## src/rtl/fp_cvt_pkg.sv

```systemverilog
// Shared constants and types for the floating-point conversion stages.
// Latency: none (types, constants and pure functions only).
// Backpressure: not applicable.
package fp_cvt_pkg;

  // Rounding-mode encodings; RM_DYN selects the dynamic mode from fcsr
  localparam logic [2:0] RM_RNE = 3'b000;
  localparam logic [2:0] RM_RTZ = 3'b001;
  localparam logic [2:0] RM_RDN = 3'b010;
  localparam logic [2:0] RM_RUP = 3'b011;
  localparam logic [2:0] RM_RMM = 3'b100;
  localparam logic [2:0] RM_DYN = 3'b111;

  localparam logic [31:0] CANON_NAN = 32'h7FC0_0000;

  // Bit positions inside the {NV,DZ,OF,UF,NX} flag vector
  localparam int FLG_NV = 4;
  localparam int FLG_DZ = 3;
  localparam int FLG_OF = 2;
  localparam int FLG_UF = 1;
  localparam int FLG_NX = 0;

  // Double bias (1023) minus single bias (127)
  localparam logic [10:0] BIAS_DELTA = 11'd896;

  typedef enum logic [2:0] {
    CLS_NUM,
    CLS_ZERO,
    CLS_INF,
    CLS_QNAN,
    CLS_SNAN,
    CLS_ILL
  } cls_e;

  // Unpacked operand carried from S1 to S2. exp is the biased single
  // exponent before rounding (0 for subnormal results, 255 when the operand
  // already overflows). bord/ug/ur/us describe the e==0 case re-rounded at
  // normal precision, used only for tininess-after-rounding.
  typedef struct packed {
    logic        sign;
    cls_e        cls;
    logic [2:0]  rm;
    logic [8:0]  exp;
    logic [22:0] mant;
    logic        g;
    logic        r;
    logic        s;
    logic        bord;
    logic        ug;
    logic        ur;
    logic        us;
  } s1_t;

  // Overflow result for the given sign and rounding mode
  function automatic logic [31:0] ovf_result(input logic sign, input logic [2:0] rm);
    logic [31:0] inf_v;
    logic [31:0] max_v;
    logic [31:0] res;
    inf_v = {sign, 8'hFF, 23'd0};
    max_v = {sign, 8'hFE, 23'h7FFFFF};
    case (rm)
      RM_RTZ:  res = max_v;
      RM_RDN:  res = sign ? inf_v : max_v;
      RM_RUP:  res = sign ? max_v : inf_v;
      default: res = inf_v;
    endcase
    return res;
  endfunction

endpackage

```

## src/rtl/fp_round_s.sv

```systemverilog
// Single-precision round decision and increment on a {exp, mantissa} pair.
// Latency: combinational.
// Backpressure: none; pure function of its inputs.
module fp_round_s
  import fp_cvt_pkg::*;
(
  input  logic        sign,
  input  logic [2:0]  rm,
  input  logic [8:0]  exp_in,
  input  logic [22:0] mant_in,
  input  logic        g,
  input  logic        r,
  input  logic        s,
  output logic [8:0]  exp_out,
  output logic [22:0] mant_out,
  output logic        nx
);

  logic        inc;
  logic [31:0] sum;

  // Round-up decision for the selected mode (L is the mantissa lsb)
  always_comb begin
    inc = 1'b0;
    case (rm)
      RM_RNE:  inc = g & (r | s | mant_in[0]);
      RM_RTZ:  inc = 1'b0;
      RM_RDN:  inc = sign & (g | r | s);
      RM_RUP:  inc = ~sign & (g | r | s);
      RM_RMM:  inc = g;
      default: inc = 1'b0;
    endcase
  end

  // Adding on the packed {exp,mant} lets a mantissa carry bump the exponent,
  // which also turns a subnormal rounding up to 2^-126 into exponent field 1.
  assign sum      = {exp_in, mant_in} + {31'd0, inc};
  assign exp_out  = sum[31:23];
  assign mant_out = sum[22:0];
  assign nx       = g | r | s;

endmodule

```

## src/rtl/fp_cvt_ds_pipe.sv

```systemverilog
// Double to single conversion, NaN-boxed result, IEEE flags.
// Latency: 2 cycles (S1 unpack/align, S2 round/pack), throughput 1 per cycle.
// Backpressure: valid/ready per stage; S2 holds its result while out_ready=0.
module fp_cvt_ds_pipe
  import fp_cvt_pkg::*;
(
  input  logic        clk,
  input  logic        rst,
  input  logic        in_valid,
  output logic        in_ready,
  input  logic [63:0] in_d,
  input  logic [2:0]  in_rm,
  input  logic [2:0]  frm,
  output logic        out_valid,
  input  logic        out_ready,
  output logic [63:0] out_s,
  output logic [4:0]  out_flags,
  output logic        out_illegal
);

  localparam logic [10:0] EXP_OVF = BIAS_DELTA + 11'd255; // e >= 255
  localparam logic [10:0] EXP_FAR = BIAS_DELTA - 11'd25;  // shift >= 26

  logic        s1_valid_q, s1_valid_d;
  s1_t         s1_q, s1_d, s1_new;
  logic        s2_valid_q, s2_valid_d;
  logic [63:0] out_s_q, out_s_d;
  logic [4:0]  out_flags_q, out_flags_d;
  logic        out_illegal_q, out_illegal_d;
  logic        s2_advance;

  logic        in_sign;
  logic [10:0] exp_d;
  logic [51:0] frac_d;
  logic [2:0]  rm_eff;
  logic [10:0] e_raw;
  logic [10:0] sh_raw;
  logic [104:0] ext;

  logic [8:0]  rnd_exp, unb_exp;
  logic [22:0] rnd_mant, unb_mant;
  logic        rnd_nx, unb_nx;
  logic [31:0] res_s;
  logic [4:0]  res_fl;
  logic        res_ill;
  logic        unused_bits;

  assign s2_advance = ~s2_valid_q | out_ready;
  assign in_ready   = ~s1_valid_q | s2_advance;

  assign in_sign = in_d[63];
  assign exp_d   = in_d[62:52];
  assign frac_d  = in_d[51:0];
  assign rm_eff  = (in_rm == RM_DYN) ? frm : in_rm;
  assign e_raw   = exp_d - BIAS_DELTA;
  assign sh_raw  = BIAS_DELTA + 11'd1 - exp_d;
  // Shifted-out bits land in the low zero pad and are folded into sticky
  assign ext     = {1'b1, frac_d, 52'd0} >> sh_raw[4:0];

  // S1: classify and align the operand to 24 bits plus guard/round/sticky
  always_comb begin
    s1_new      = '0;
    s1_new.sign = in_sign;
    s1_new.rm   = rm_eff;
    s1_new.cls  = CLS_NUM;
    if (rm_eff > RM_RMM) begin
      s1_new.cls = CLS_ILL;
    end else if (exp_d == 11'h7FF) begin
      s1_new.cls = (frac_d == '0) ? CLS_INF : (frac_d[51] ? CLS_QNAN : CLS_SNAN);
    end else if (exp_d == 11'd0 && frac_d == '0) begin
      s1_new.cls = CLS_ZERO;
    end else if (exp_d >= EXP_OVF) begin
      s1_new.exp = 9'd255;
    end else if (exp_d > BIAS_DELTA) begin
      s1_new.exp  = e_raw[8:0];
      s1_new.mant = frac_d[51:29];
      s1_new.g    = frac_d[28];
      s1_new.r    = frac_d[27];
      s1_new.s    = |frac_d[26:0];
    end else if (exp_d <= EXP_FAR) begin
      s1_new.s = 1'b1;
    end else begin
      s1_new.mant = ext[103:81];
      s1_new.g    = ext[80];
      s1_new.r    = ext[79];
      s1_new.s    = |ext[78:0];
      s1_new.bord = (exp_d == BIAS_DELTA) & (&frac_d[51:29]);
      s1_new.ug   = frac_d[28];
      s1_new.ur   = frac_d[27];
      s1_new.us   = |frac_d[26:0];
    end
  end

  fp_round_s u_round (
    .sign     (s1_q.sign),
    .rm       (s1_q.rm),
    .exp_in   (s1_q.exp),
    .mant_in  (s1_q.mant),
    .g        (s1_q.g),
    .r        (s1_q.r),
    .s        (s1_q.s),
    .exp_out  (rnd_exp),
    .mant_out (rnd_mant),
    .nx       (rnd_nx)
  );

  // Same rounding at full 24-bit precision for an all-ones e==0 operand;
  // a carry here means the unbounded-exponent result reaches 2^-126.
  fp_round_s u_tiny (
    .sign     (s1_q.sign),
    .rm       (s1_q.rm),
    .exp_in   (9'd0),
    .mant_in  (23'h7FFFFF),
    .g        (s1_q.ug),
    .r        (s1_q.ur),
    .s        (s1_q.us),
    .exp_out  (unb_exp),
    .mant_out (unb_mant),
    .nx       (unb_nx)
  );

  assign unused_bits = ^{e_raw[10:9], sh_raw[10:5], ext[104], unb_mant, unb_nx};

  // S2: select special result or rounded value, detect overflow/underflow
  always_comb begin
    res_s   = CANON_NAN;
    res_fl  = '0;
    res_ill = 1'b0;
    case (s1_q.cls)
      CLS_ILL:  res_ill = 1'b1;
      CLS_QNAN: res_fl  = '0;
      CLS_SNAN: res_fl[FLG_NV] = 1'b1;
      CLS_INF:  res_s = {s1_q.sign, 8'hFF, 23'd0};
      CLS_ZERO: res_s = {s1_q.sign, 31'd0};
      default: begin
        if (rnd_exp >= 9'd255) begin
          res_s          = ovf_result(s1_q.sign, s1_q.rm);
          res_fl[FLG_OF] = 1'b1;
          res_fl[FLG_NX] = 1'b1;
        end else begin
          res_s          = {s1_q.sign, rnd_exp[7:0], rnd_mant};
          res_fl[FLG_NX] = rnd_nx;
          res_fl[FLG_UF] = rnd_nx & (s1_q.exp == 9'd0) & ~(s1_q.bord & (unb_exp != 9'd0));
        end
      end
    endcase
    res_fl[FLG_DZ] = 1'b0;
  end

  // Handshake: load S1 on input transfer, move S1 into S2 when S2 can advance
  always_comb begin
    s1_valid_d    = s1_valid_q;
    s1_d          = s1_q;
    s2_valid_d    = s2_valid_q;
    out_s_d       = out_s_q;
    out_flags_d   = out_flags_q;
    out_illegal_d = out_illegal_q;
    if (in_ready) begin
      s1_valid_d = in_valid;
      if (in_valid) s1_d = s1_new;
    end
    if (s2_advance) begin
      s2_valid_d = s1_valid_q;
      if (s1_valid_q) begin
        out_s_d       = {32'hFFFF_FFFF, res_s};
        out_flags_d   = res_fl;
        out_illegal_d = res_ill;
      end
    end
  end

  // Pipeline registers; reset drops anything in flight
  always_ff @(posedge clk or posedge rst) begin
    if (rst) begin
      s1_valid_q    <= 1'b0;
      s1_q          <= '0;
      s2_valid_q    <= 1'b0;
      out_s_q       <= '0;
      out_flags_q   <= '0;
      out_illegal_q <= 1'b0;
    end else begin
      s1_valid_q    <= s1_valid_d;
      s1_q          <= s1_d;
      s2_valid_q    <= s2_valid_d;
      out_s_q       <= out_s_d;
      out_flags_q   <= out_flags_d;
      out_illegal_q <= out_illegal_d;
    end
  end

  assign out_valid   = s2_valid_q;
  assign out_s       = out_s_q;
  assign out_flags   = out_flags_q;
  assign out_illegal = out_illegal_q;

endmodule

```

## config.mk

```make
export PLATFORM = sky130hd
export DESIGN_NAME = fp_cvt_ds_pipe
export DESIGN_NICKNAME = d
export VERILOG_FILES = /design/src/rtl/fp_cvt_pkg.sv /design/src/rtl/fp_round_s.sv /design/src/rtl/fp_cvt_ds_pipe.sv
export SDC_FILE = /design/constraint.sdc
export NUM_CORES = 1
export LEC_CHECK = 0
export ABC_AREA = 1
export CORE_MARGIN = 10
export CORE_UTILIZATION = 52
export CTS_CLUSTER_DIAMETER = 60
export DETAILED_ROUTE_END_ITERATION = 10
export PLACE_DENSITY = 0.77
export SLEW_MARGIN = 30
export SYNTH_ARGS = -nofsm -noshare
export SYNTH_HDL_FRONTEND = slang
export SYNTH_HIERARCHICAL = 1
export SYNTH_SLANG_ARGS = --single-unit
```

## constraint.sdc

```tcl
create_clock -name clk -period 6.9 [get_ports clk]
set_clock_uncertainty 0.05 [all_clocks]
set_input_delay 1.38 -clock clk [delete_from_list [all_inputs] [get_ports clk]]
set_output_delay 1.38 -clock clk [all_outputs]
set_load 0.005 [all_outputs]
```

==> flow_metrics.tcl <==
set metrics [dict create \
    worst-endpoint-arrival_ns 4.33 \
    tns_ns 0 \
    min-delay-start "out_flags[0]" \
    intPower_uw 1200 \
    die_h_um 152 \
    cts-resized-gates 0 \
    cts_tree "done" \
    synth_cells 1576 \
    clock_latency_ns 0.34 \
    grt_setup_unrepaired "no" \
    gp_routability_congestion 0.923 \
    grt_pass1_wl_mm 48.2 \
    wl_per_cell_um 15.1 \
    place.detailed.hpwl_mm 22.9 \
    fin_crit_sh_pct 60.5 \
    die_area_um2 23200 \
    postCtsSetupBuffers 0 \
    switchingPower_uw 693 \
    drcViolationCount 0 \
    cts_buffers 9 \
    worst_slew_margin_rel_pct 37.2 \
    cp-start-kind "flip-flop" \
    vias 10700 \
    hold_class "flip-flop to flip-flop" \
    hold_violations 0 \
    overflow 0 \
    syn_area_um2 9110 \
    grt.total_usage_pct 24.2 \
    crit_type "flip-flop to flip-flop" \
    pwr-share-clk_pct 27.4 \
    critPathMaxStageDelay_ns 0.66 \
    drive_gt1_share_pct 3.99 \
    clkTransAtPathRegs_ns 0.06 \
    layout.nets 1807 \
    post-route-min-period_ns 4.18 \
    final-setup-viol-count 0 \
    cap_viol_max_count 0 \
    start_util_pct 52.9 \
    fin_ws_ns 2.72 \
    fin_area_um2 11000 \
    netSwitchingFraction_pct 36.6 \
    grt_max_degree 87 \
    syn2layout_area_growth_pct 20.5 \
    cp-end-kind "flip-flop" \
    seq_power_share_pct 34.7 \
    path_cells "xor2_1 -> nand4_1 -> o21ai_0 -> ha_1 -> ha_1 -> inv_1 -> nor2_1 -> nand2_1 -> nor2_4 -> nand3_1 -> nand2_1 -> nand2_1 -> or3_1 -> nand2_1 -> nand3_1 -> o211ai_1 -> nand3_1" \
    critPathBufInv 1 \
    powerDensity_nw_per_um2 172 \
    worst_pin_slew_ns 0.941 \
    die_w_um 152 \
    antenna_found_initial 0 \
    yosys_warnings 6 \
    clockBufferDepth 2 \
    routed_wl_mm 29.5 \
    critical_path.max_fanout 24 \
    antenna_left 0 \
    num_io_pins 146 \
    p_leak_uw 0.00561 \
    status "completed" \
    ir_worst_vdd_v 0.000143 \
    drt-initial-drc-count 837 \
    critPathTopFamily "simple AND/OR/NAND/NOR gates" \
    crit_required_ns 7.06 \
    place_ws_ns 2.45 \
    slew_viol_final 0 \
    cpMostUsedCell "nand2_1" \
    avgSynthCellArea_um2 5.78 \
    worstSetupStartpoint "s1_q[39]" \
    dpl_cell_area_um2 10700 \
    grt_pass1_vias 9719 \
    viasPerCell 5.48 \
    core-area_um2 17200 \
    power_frac_comb_pct 38.0 \
    holdBufCountCts 0 \
    cts_sinks 86 \
    r2r_start "s1_q[39]" \
    dr.pass1.iters 6 \
    n_antenna_cell 0 \
    portBuffers 144 \
    cts_root_buf "clkbuf_16" \
    htree_levels 3 \
    fmax_mhz 239 \
    rows 48 \
    cp_slowest_cell "nand3_1" \
]
-- tightest hold or removal path: stages, from the launching register on --
cell,delay [ns]
dfrtp_1,0.34
nand2_1,0.06
nand2_1,0.05
-- metrics by stage --
stage	hold WS, ns	total power [uW]	instances	utilization [%]
2_1_floorplan	0.397	1090	1656	-
3_3_place_gp	0.414	1360	1937	61.8
3_5_place_dp	0.420	1370	1937	61.8
4_1_cts	0.436	1890	1953	63.7
5_1_grt	0.454	2020	1953	63.7
6_report	0.435	1890	1953	63.7
-- area by class of cell --
class,instances,area (um2)
clock inverter,3,67.6
clock buffer,13,250
inverter,99,375
multi-input combinational,1375,6350
sequential,86,2150
tap,225,282
timing repair buffer,152,1500
fill,1702,6260
-- power groups by stage --
stage,logic [uW],clock network (uW),registers [uW]
5_1_grt,806,544,667
3_3_place_gp,698,0,660
4_1_cts,711,522,655
6_report,718,517,656
2_1_floorplan,444,0,647
3_5_place_dp,706,0,663
-- path summary, 6_finish.rpt --
check,depth (start not counted),slack [ns],end
worst min register to register,2,0.44,out_flags[0]
worst min-delay path,2,0.44,out_flags[0]
worst max register to register,17,2.72,out_s[23]
worst max-delay path,17,2.72,out_s[23]
max in group asynchronous,3,4.77,s1_q[6]
min in group asynchronous,3,1.53,out_s[10]
-- sequential cells by signal, indices dropped and copies added, names as in the netlist --
register and count:
out_s 33, out_valid 1, out_flags 4, s1_q 46, out_illegal 1, s1_valid_q 1
-- placed cells by master (no fill, tap or decap), drive strengths merged, types with 22 or more instances in the layout --
cell	n
a21oi	25
a22o	22
clkdlybuf4s50	142
conb	82
dfrtp	86
inv	98
nand2	632
nand3	298
nor2	164
o21ai	45
-- per-layer routing --
metal | vias to the layer above | global-route usage (%) | part of all wire (%)
li1 | 5353 | - | -
met1 | 4834 | 30.7 | 43
met2 | 455 | 40.4 | 47
met3 | 59 | 4.52 | 8.3
met4 | 0 | 7.98 | 2.5
met5 | - | 0 | 0
No activity file was read; power rests on OpenSTA's default activity.
